File: src/rtl/capiano_pkg.sv
// Shared constants, pixel field layout, FSM encoding and the luma helper
// for the camera-piano key detector.
package capiano_pkg;

    localparam int NUM_KEYS   = 8;
    localparam int KEY_WIDTH  = 80;
    localparam int ROI_Y0     = 200;
    localparam int ROI_Y1     = 280;
    localparam int DARK_LEVEL = 6;
    localparam int THRESH     = 800;
    localparam int DEBOUNCE   = 3;

    localparam int CNT_W  = $clog2(KEY_WIDTH * (ROI_Y1 - ROI_Y0) + 1);
    localparam int Y_W    = 10;
    localparam int ZONE_W = $clog2(NUM_KEYS + 1);
    localparam int ZX_W   = $clog2(KEY_WIDTH);
    localparam int IDX_W  = $clog2(NUM_KEYS);
    localparam int RUN_W  = $clog2(DEBOUNCE + 1);

    localparam int PIX_R_LSB = 6;
    localparam int PIX_G_LSB = 3;
    localparam int PIX_B_LSB = 0;

    typedef enum logic [1:0] {
        ST_IDLE   = 2'd0,
        ST_ACCUM  = 2'd1,
        ST_EVAL   = 2'd2,
        ST_UPDATE = 2'd3
    } state_e;

    function automatic logic [4:0] luma_sum(input logic [8:0] pix);
        luma_sum = 5'(pix[PIX_R_LSB +: 3]) + 5'(pix[PIX_G_LSB +: 3]) + 5'(pix[PIX_B_LSB +: 3]);
    endfunction

endpackage

File: src/rtl/key_detector_debounce.sv
// Per-key debounce: lets a key flip only after DEBOUNCE consecutive frames
// whose raw decision disagrees with the current key state.
module key_debounce
    import capiano_pkg::*;
(
    input  logic clk_i,
    input  logic rst_ni,
    input  logic upd_i,
    input  logic cur_i,
    input  logic raw_i,
    output logic next_o
);

    logic [RUN_W-1:0] run_q, run_d;
    logic             flip_s;

    // run counter next state and flip decision, evaluated once per frame update
    always_comb begin
        run_d  = run_q;
        flip_s = 1'b0;
        if (upd_i) begin
            if (raw_i != cur_i) begin
                if (run_q == RUN_W'(DEBOUNCE - 1)) begin
                    flip_s = 1'b1;
                    run_d  = '0;
                end else begin
                    run_d = run_q + RUN_W'(1);
                end
            end else begin
                run_d = '0;
            end
        end else begin
            run_d = run_q;
        end
        next_o = flip_s ? raw_i : cur_i;
    end

    // run counter register
    always_ff @(posedge clk_i or negedge rst_ni) begin
        if (!rst_ni) begin
            run_q <= '0;
        end else begin
            run_q <= run_d;
        end
    end

endmodule

File: src/rtl/key_detector.sv
// Counts dark pixels per key zone inside a row band and decides once per frame
// which keys are pressed. Define KEY_DEBOUNCE_EN to debounce each key over frames.
module key_detector
    import capiano_pkg::*;
(
    input  logic                clk_i,
    input  logic                rst_ni,
    input  logic                pix_valid_i,
    input  logic                pix_sof_i,
    input  logic                pix_eol_i,
    input  logic [8:0]          pix_data_i,
    output logic [NUM_KEYS-1:0] key_state_o,
    output logic [NUM_KEYS-1:0] key_press_o,
    output logic                frame_done_o,
    output logic [31:0]         debug_out_o
);

    state_e              state_q, state_d;
    logic [Y_W-1:0]      y_q, y_d, y_s;
    logic [ZONE_W-1:0]   zone_q, zone_d, zone_s;
    logic [ZX_W-1:0]     zx_q, zx_d, zx_s;
    logic [CNT_W-1:0]    cnt_q [NUM_KEYS];
    logic [CNT_W-1:0]    cnt_d [NUM_KEYS];
    logic [IDX_W-1:0]    idx_q, idx_d;
    logic [NUM_KEYS-1:0] raw_q, raw_d;
    logic [NUM_KEYS-1:0] key_state_q, key_state_d;
    logic [NUM_KEYS-1:0] key_press_q, key_press_d;
    logic [NUM_KEYS-1:0] new_state_s;
    logic                frame_done_q, frame_done_d;
    logic [7:0]          frame_cnt_q, frame_cnt_d;
    logic [7:0]          drop_cnt_q, drop_cnt_d;
    logic                accept_s, dark_s, in_roi_s, upd_s;

    // position of the current pixel; a sof pixel always sits at the origin
    always_comb begin
        if (pix_sof_i) begin
            y_s    = '0;
            zone_s = '0;
            zx_s   = '0;
        end else begin
            y_s    = y_q;
            zone_s = zone_q;
            zx_s   = zx_q;
        end
        in_roi_s = (y_s >= Y_W'(ROI_Y0)) && (y_s < Y_W'(ROI_Y1)) && (zone_s < ZONE_W'(NUM_KEYS));
        dark_s   = luma_sum(pix_data_i) < 5'(DARK_LEVEL);
        accept_s = pix_valid_i && (((state_q == ST_IDLE) && pix_sof_i) || (state_q == ST_ACCUM));
        upd_s    = (state_q == ST_UPDATE);
    end

    // next state, pixel position tracking, zone accumulation and frame decision
    always_comb begin
        state_d      = state_q;
        y_d          = y_q;
        zone_d       = zone_q;
        zx_d         = zx_q;
        idx_d        = idx_q;
        raw_d        = raw_q;
        key_state_d  = key_state_q;
        key_press_d  = '0;
        frame_done_d = 1'b0;
        frame_cnt_d  = frame_cnt_q;
        drop_cnt_d   = drop_cnt_q;
        for (int k = 0; k < NUM_KEYS; k++) begin
            cnt_d[k] = cnt_q[k];
        end

        if (accept_s) begin
            // zone index is tracked incrementally so no divider is needed for x/KEY_WIDTH
            if (pix_eol_i) begin
                zx_d   = '0;
                zone_d = '0;
                y_d    = (y_s == {Y_W{1'b1}}) ? y_s : y_s + Y_W'(1);
            end else if (zx_s == ZX_W'(KEY_WIDTH - 1)) begin
                zx_d   = '0;
                zone_d = (zone_s == ZONE_W'(NUM_KEYS)) ? zone_s : zone_s + ZONE_W'(1);
            end else begin
                zx_d   = zx_s + ZX_W'(1);
                zone_d = zone_s;
            end
            for (int k = 0; k < NUM_KEYS; k++) begin
                if (pix_sof_i) begin
                    cnt_d[k] = '0;
                end else begin
                    cnt_d[k] = cnt_q[k];
                end
                if (dark_s && in_roi_s && (zone_s == ZONE_W'(k)) && (cnt_d[k] != {CNT_W{1'b1}})) begin
                    cnt_d[k] = cnt_d[k] + CNT_W'(1);
                end else begin
                    cnt_d[k] = cnt_d[k];
                end
            end
        end else begin
            zx_d = zx_q;
        end

        case (state_q)
            ST_IDLE: begin
                if (pix_valid_i && pix_sof_i) begin
                    state_d = ST_ACCUM;
                end else begin
                    state_d = ST_IDLE;
                end
            end
            ST_ACCUM: begin
                if (pix_valid_i && pix_eol_i && (y_s == Y_W'(ROI_Y1 - 1))) begin
                    state_d = ST_EVAL;
                    idx_d   = '0;
                end else begin
                    state_d = ST_ACCUM;
                end
            end
            ST_EVAL: begin
                raw_d[idx_q] = (cnt_q[idx_q] >= CNT_W'(THRESH));
                if (idx_q == IDX_W'(NUM_KEYS - 1)) begin
                    state_d = ST_UPDATE;
                end else begin
                    idx_d = idx_q + IDX_W'(1);
                end
            end
            ST_UPDATE: begin
                key_state_d  = new_state_s;
                key_press_d  = new_state_s & ~key_state_q;
                frame_done_d = 1'b1;
                frame_cnt_d  = frame_cnt_q + 8'd1;
                state_d      = ST_IDLE;
            end
            default: begin
                state_d = ST_IDLE;
            end
        endcase

        // any sof outside IDLE abandons a frame
        if (pix_valid_i && pix_sof_i && (state_q != ST_IDLE)) begin
            drop_cnt_d = drop_cnt_q + 8'd1;
        end else begin
            drop_cnt_d = drop_cnt_d;
        end
    end

`ifdef KEY_DEBOUNCE_EN
    for (genvar k = 0; k < NUM_KEYS; k++) begin : g_db
        key_debounce u_db (
            .clk_i  (clk_i),
            .rst_ni (rst_ni),
            .upd_i  (upd_s),
            .cur_i  (key_state_q[k]),
            .raw_i  (raw_q[k]),
            .next_o (new_state_s[k])
        );
    end
`else
    assign new_state_s = raw_q;
`endif

    // state and datapath registers
    always_ff @(posedge clk_i or negedge rst_ni) begin
        if (!rst_ni) begin
            state_q      <= ST_IDLE;
            y_q          <= '0;
            zone_q       <= '0;
            zx_q         <= '0;
            idx_q        <= '0;
            raw_q        <= '0;
            key_state_q  <= '0;
            key_press_q  <= '0;
            frame_done_q <= 1'b0;
            frame_cnt_q  <= 8'd0;
            drop_cnt_q   <= 8'd0;
            for (int k = 0; k < NUM_KEYS; k++) begin
                cnt_q[k] <= '0;
            end
        end else begin
            state_q      <= state_d;
            y_q          <= y_d;
            zone_q       <= zone_d;
            zx_q         <= zx_d;
            idx_q        <= idx_d;
            raw_q        <= raw_d;
            key_state_q  <= key_state_d;
            key_press_q  <= key_press_d;
            frame_done_q <= frame_done_d;
            frame_cnt_q  <= frame_cnt_d;
            drop_cnt_q   <= drop_cnt_d;
            for (int k = 0; k < NUM_KEYS; k++) begin
                cnt_q[k] <= cnt_d[k];
            end
        end
    end

    assign key_state_o  = key_state_q;
    assign key_press_o  = key_press_q;
    assign frame_done_o = frame_done_q;
    assign debug_out_o  = {drop_cnt_q, frame_cnt_q, 8'h00, 8'(key_state_q)};

endmodule

File: config.mk
export PLATFORM = sky130hd
export DESIGN_NAME = key_detector
export DESIGN_NICKNAME = d
export VERILOG_FILES = /design/src/rtl/capiano_pkg.sv /design/src/rtl/key_detector_debounce.sv /design/src/rtl/key_detector.sv
export SDC_FILE = /design/constraint.sdc
export NUM_CORES = 1
export LEC_CHECK = 0
export BUFFER_PORTS_ARGS = -buffer_cell sky130_fd_sc_hd__buf_2
export CAP_MARGIN = 10
export CORE_MARGIN = 3
export CORE_UTILIZATION = 50
export CTS_CLUSTER_SIZE = 14
export DETAILED_ROUTE_END_ITERATION = 6
export PLACE_DENSITY_LB_ADDON = 0.25
export SLEW_MARGIN = 5
export SYNTH_ARGS = -nofsm -noshare
export SYNTH_HDL_FRONTEND = slang
export SYNTH_SLANG_ARGS = --single-unit
export TNS_END_PERCENT = 50
File: constraint.sdc
create_clock -name clk_i -period 3.4 [get_ports clk_i]
set_input_delay 0.17 -clock clk_i [delete_from_list [all_inputs] [get_ports clk_i]]
set_output_delay 0.17 -clock clk_i [all_outputs]
set_load 0.1 [all_outputs]
==> results.sh <==
export IMPL_status="finished clean"
export IMPL_diodes=0
export IMPL_yosys_area_share_simple=0.264
export IMPL_drtPass1Iterations=5
export IMPL_place_gp_congestion=0.834
export IMPL_row_count=50
export IMPL_area_sequential_um2=4280
export IMPL_area_growth_pct=12.2
export IMPL_clock_root_buffer="clkbuf_16"
export IMPL_cp_slowest_cell="fa_1"
export IMPL_synthXorXnorAreaFrac=0.0836
export IMPL_worst_pin_slew_ns=0.810
export IMPL_ys_types=65
export IMPL_floorplan_initialDensity=0.515
export IMPL_multi_input_area_um2=5040
export IMPL_path_class="in2reg"
export IMPL_cts_sinks=171
export IMPL_p_leak_nw=4.74
export IMPL_grt_ovfl_total=0
export IMPL_synth_compound_area_frac=0.0979
export IMPL_design_core_area_um2=18900
export IMPL_critPathMaxFanout=31
export IMPL_seq_area_frac_synth=0.439
export IMPL_dpl_cell_area_um2=10300
export IMPL_synth_top_family_by_area="simple AND/OR/NAND/NOR gates"
export IMPL_synthMuxAreaShare=0.0293
export IMPL_die_width_um=146
export IMPL_synth_edff_count=0
export IMPL_netlist_area_um2=9740
export IMPL_final_common_cell="nand2_1"
export IMPL_drt_initial_drc_count=501
export IMPL_use_met3=0.0339
export IMPL_h_tree_depth=4
export IMPL_antenna_left=0
export IMPL_max_slew_margin=0.455
export IMPL_met2_usage=0.349
export IMPL_cp_top_family="adder cells"
export IMPL_min_period_ns=2.93
export IMPL_path_cells="buf_2 -> inv_1 -> fa_1 -> inv_1 -> ha_1 -> inv_1 -> fa_1 -> inv_1 -> a222oi_1 -> buf_4 -> o2111ai_2 -> buf_12 -> nor4_1 -> nor3b_1 -> a221o_1"
export IMPL_busiest_layer="met2"
export IMPL_post_drt_wl_per_cell_um=16.4
export IMPL_hold_class="in2reg"
export IMPL_cts_tree="yes"
export IMPL_crit_top_cell="inv_1"
export IMPL_cts_resized=0
export IMPL_grt_usage=0.218
export IMPL_vias=7963
export IMPL_cts_clk_slew_worst_paths_ns=0.06
export IMPL_critical_path_buf_inv_count=7
export IMPL_max_freq_mhz=341
export IMPL_avgSynthCellArea_um2=9.23
export IMPL_synthCells=1055
export IMPL_grt_pass1_wl_mm=38.4
export IMPL_clock_latency_ns=0.43
export IMPL_die_y_um=146
export IMPL_slowest_delay_ns=0.48
export IMPL_grt_max_degree=81
export IMPL_boundaryPins=63
export IMPL_antenna_found_initial=0
export IMPL_reg2reg_setup_slack_ns=0.86
export IMPL_drt_wl_total_mm=22.5
export IMPL_layout_common_cells="nand2_1 (176), dfrtp_1 (171), nand3_1 (55)"
export IMPL_drc=0
export IMPL_yosysWarnings=0
export IMPL_cp_required_ns=3.71
export IMPL_synthFlopType="dfrtp_1"
export IMPL_port_buffers=54
export IMPL_dp_hpwl_mm=15.5
export IMPL_cts_hold_buf=1
export IMPL_nets=1142
export IMPL_cts_made_buffers=17
export IMPL_die_area_um2=21200
export IMPL_drive_gt1_frac=0.132
export IMPL_synth_seq_cells=171
export IMPL_synth_async_reset_ratio=1.00
export IMPL_period_share=0.861
export IMPL_rsz0062_at_grt="false"
export IMPL_cts_setup_buffers=0
export IMPL_cp_end_kind="flop"
export IMPL_grt_pass1_vias=7568
export IMPL_grtUsageMet1=0.309
export IMPL_setup_violations_final=0
export IMPL_fillCellCount=1679
export IMPL_cp_arrival_ns=3.24
export IMPL_peakVddDrop_v=0.000342
export IMPL_finalClockSkew_ns=0.00948
export IMPL_slew_viol_final=0
export IMPL_p_per_area_nw_per_um2=435
export IMPL_fin_area_um2=10900
export IMPL_vias_per_cell=5.81
export IMPL_maxCapViolations=0
export IMPL_final_hold_violation_count=0
export IMPL_critPathLaunchType="input port"
export IMPL_cts_buffer_depth=2
export IMPL_fin_tns_setup_ns=0
export IMPL_synthAdderAreaFrac=0.0396
==> power breakdown <==
part / switching (mW) / leakage (nW) / internal [mW]
sequential: 0.0806 / 2.35 / 2.10
clock: 0.863 / 0.281 / 1.12
combinational: 0.443 / 2.11 / 0.150
==> stage by stage <==
stage	util	cells	hold WS (ns)	total power [mW]	setup WS, ns
floorplan	-	1062	-0.126	2.64	0.189
global placement	0.546	1339	0.183	2.81	0.0394
detailed placement	0.546	1339	0.180	2.82	0.0252
CTS	0.578	1371	0.108	4.80	0.476
global route	0.578	1371	0.128	4.96	0.237
finish	0.578	1371	0.111	4.76	0.471
==> flip-flops by register name, summed over array words and instances, names as in the netlist, named ones only <==
signal / count
key_press_o: 8
drop_cnt_q: 8
idx_q: 3
key_state_o: 8
y_q: 10
cnt_q: 104
zone_q: 4
frame_done_o: 1
new_state_s: 8
zx_q: 7
state_q: 1
frame_cnt_q: 8
==> worst reg2reg max path: stages (launching register included) <==
cell     delay, ns
dfrtp_1       0.45
nor3_2        0.29
a21oi_1       0.12
or3_1         0.54
or3_1         0.44
or4_1         0.46
a31oi_1       0.17
==> synth_stat cells (5+ instances only) <==
cell type | n | area share
nor4_1 | 33 | 0.021
or4_1 | 5 | 0.0039
nand2b_1 | 5 | 0.0032
and2_1 | 6 | 0.0039
and4b_1 | 6 | 0.0062
and4_1 | 7 | 0.0063
o41ai_1 | 5 | 0.0045
mux2i_1 | 6 | 0.0062
buf_4 | 16 | 0.012
ha_1 | 26 | 0.033
nand4b_1 | 12 | 0.011
xor2_1 | 50 | 0.045
nor2b_1 | 26 | 0.017
buf_2 | 6 | 0.0031
buf_1 | 7 | 0.0027
o22ai_1 | 5 | 0.0032
a21oi_1 | 38 | 0.020
xnor2_1 | 43 | 0.039
o31ai_1 | 7 | 0.0054
mux2_2 | 16 | 0.019
and3_1 | 21 | 0.013
and3b_1 | 8 | 0.0072
nand2_1 | 177 | 0.068
nor3_1 | 28 | 0.014
inv_1 | 30 | 0.012
o21ai_0 | 32 | 0.016
o211ai_1 | 5 | 0.0039
a31oi_1 | 8 | 0.0051
dfrtp_1 | 171 | 0.44
or3_1 | 8 | 0.0051
a22o_1 | 8 | 0.0072
a41oi_1 | 6 | 0.0054
nand3_1 | 55 | 0.028
nor2_1 | 43 | 0.017
clkbuf_1 | 40 | 0.015
nand4_1 | 35 | 0.022
==> kinds of logic (layout without fill, tap and decap cells) <==
group / after synthesis / count (layout)
muxes: 24 / 24
other: 1 / 8
buffers and inverters: 100 / 149
xor gates and xnor gates: 93 / 93
and+or+nand+nor: 493 / 493
adders and majority gates: 29 / 29
DFF: 171 / 171
AOI/OAI and AO/OA: 144 / 144
==> routing by layer <==
| metal | part of all wire | up-vias |
|---|---|---|
| met5 | 0 | - |
| met2 | 0.46 | 216 |
| met1 | 0.47 | 3879 |
| met4 | 0.021 | 0 |
| li1 | - | 3833 |
| met3 | 0.050 | 35 |
==> worst paths after layout <==
check	from	cells after the start	endpoint
min in group asynchronous	rst_ni	2	frame_cnt_q[5]
max in group asynchronous	rst_ni	3	key_state_o[0]
worst max register to register	y_q[5]	6	cnt_q[30]
worst min register to register	frame_cnt_q[7]	1	frame_cnt_q[7]
worst min-delay path	pix_eol_i	2	zx_q[3]
worst max-delay path	pix_data_i[1]	15	cnt_q[70]
==> area by class of cell <==
| type | count | area share |
|---|---|---|
| inverter | 30 | 0.0103 |
| tap | 260 | 0.0298 |
| multi-input combinational | 791 | 0.462 |
| clock buffer | 18 | 0.0402 |
| clock inverter | 13 | 0.0140 |
| sequential | 171 | 0.392 |
| timing repair buffer | 88 | 0.0523 |
(Power assumes the default switching activity.)
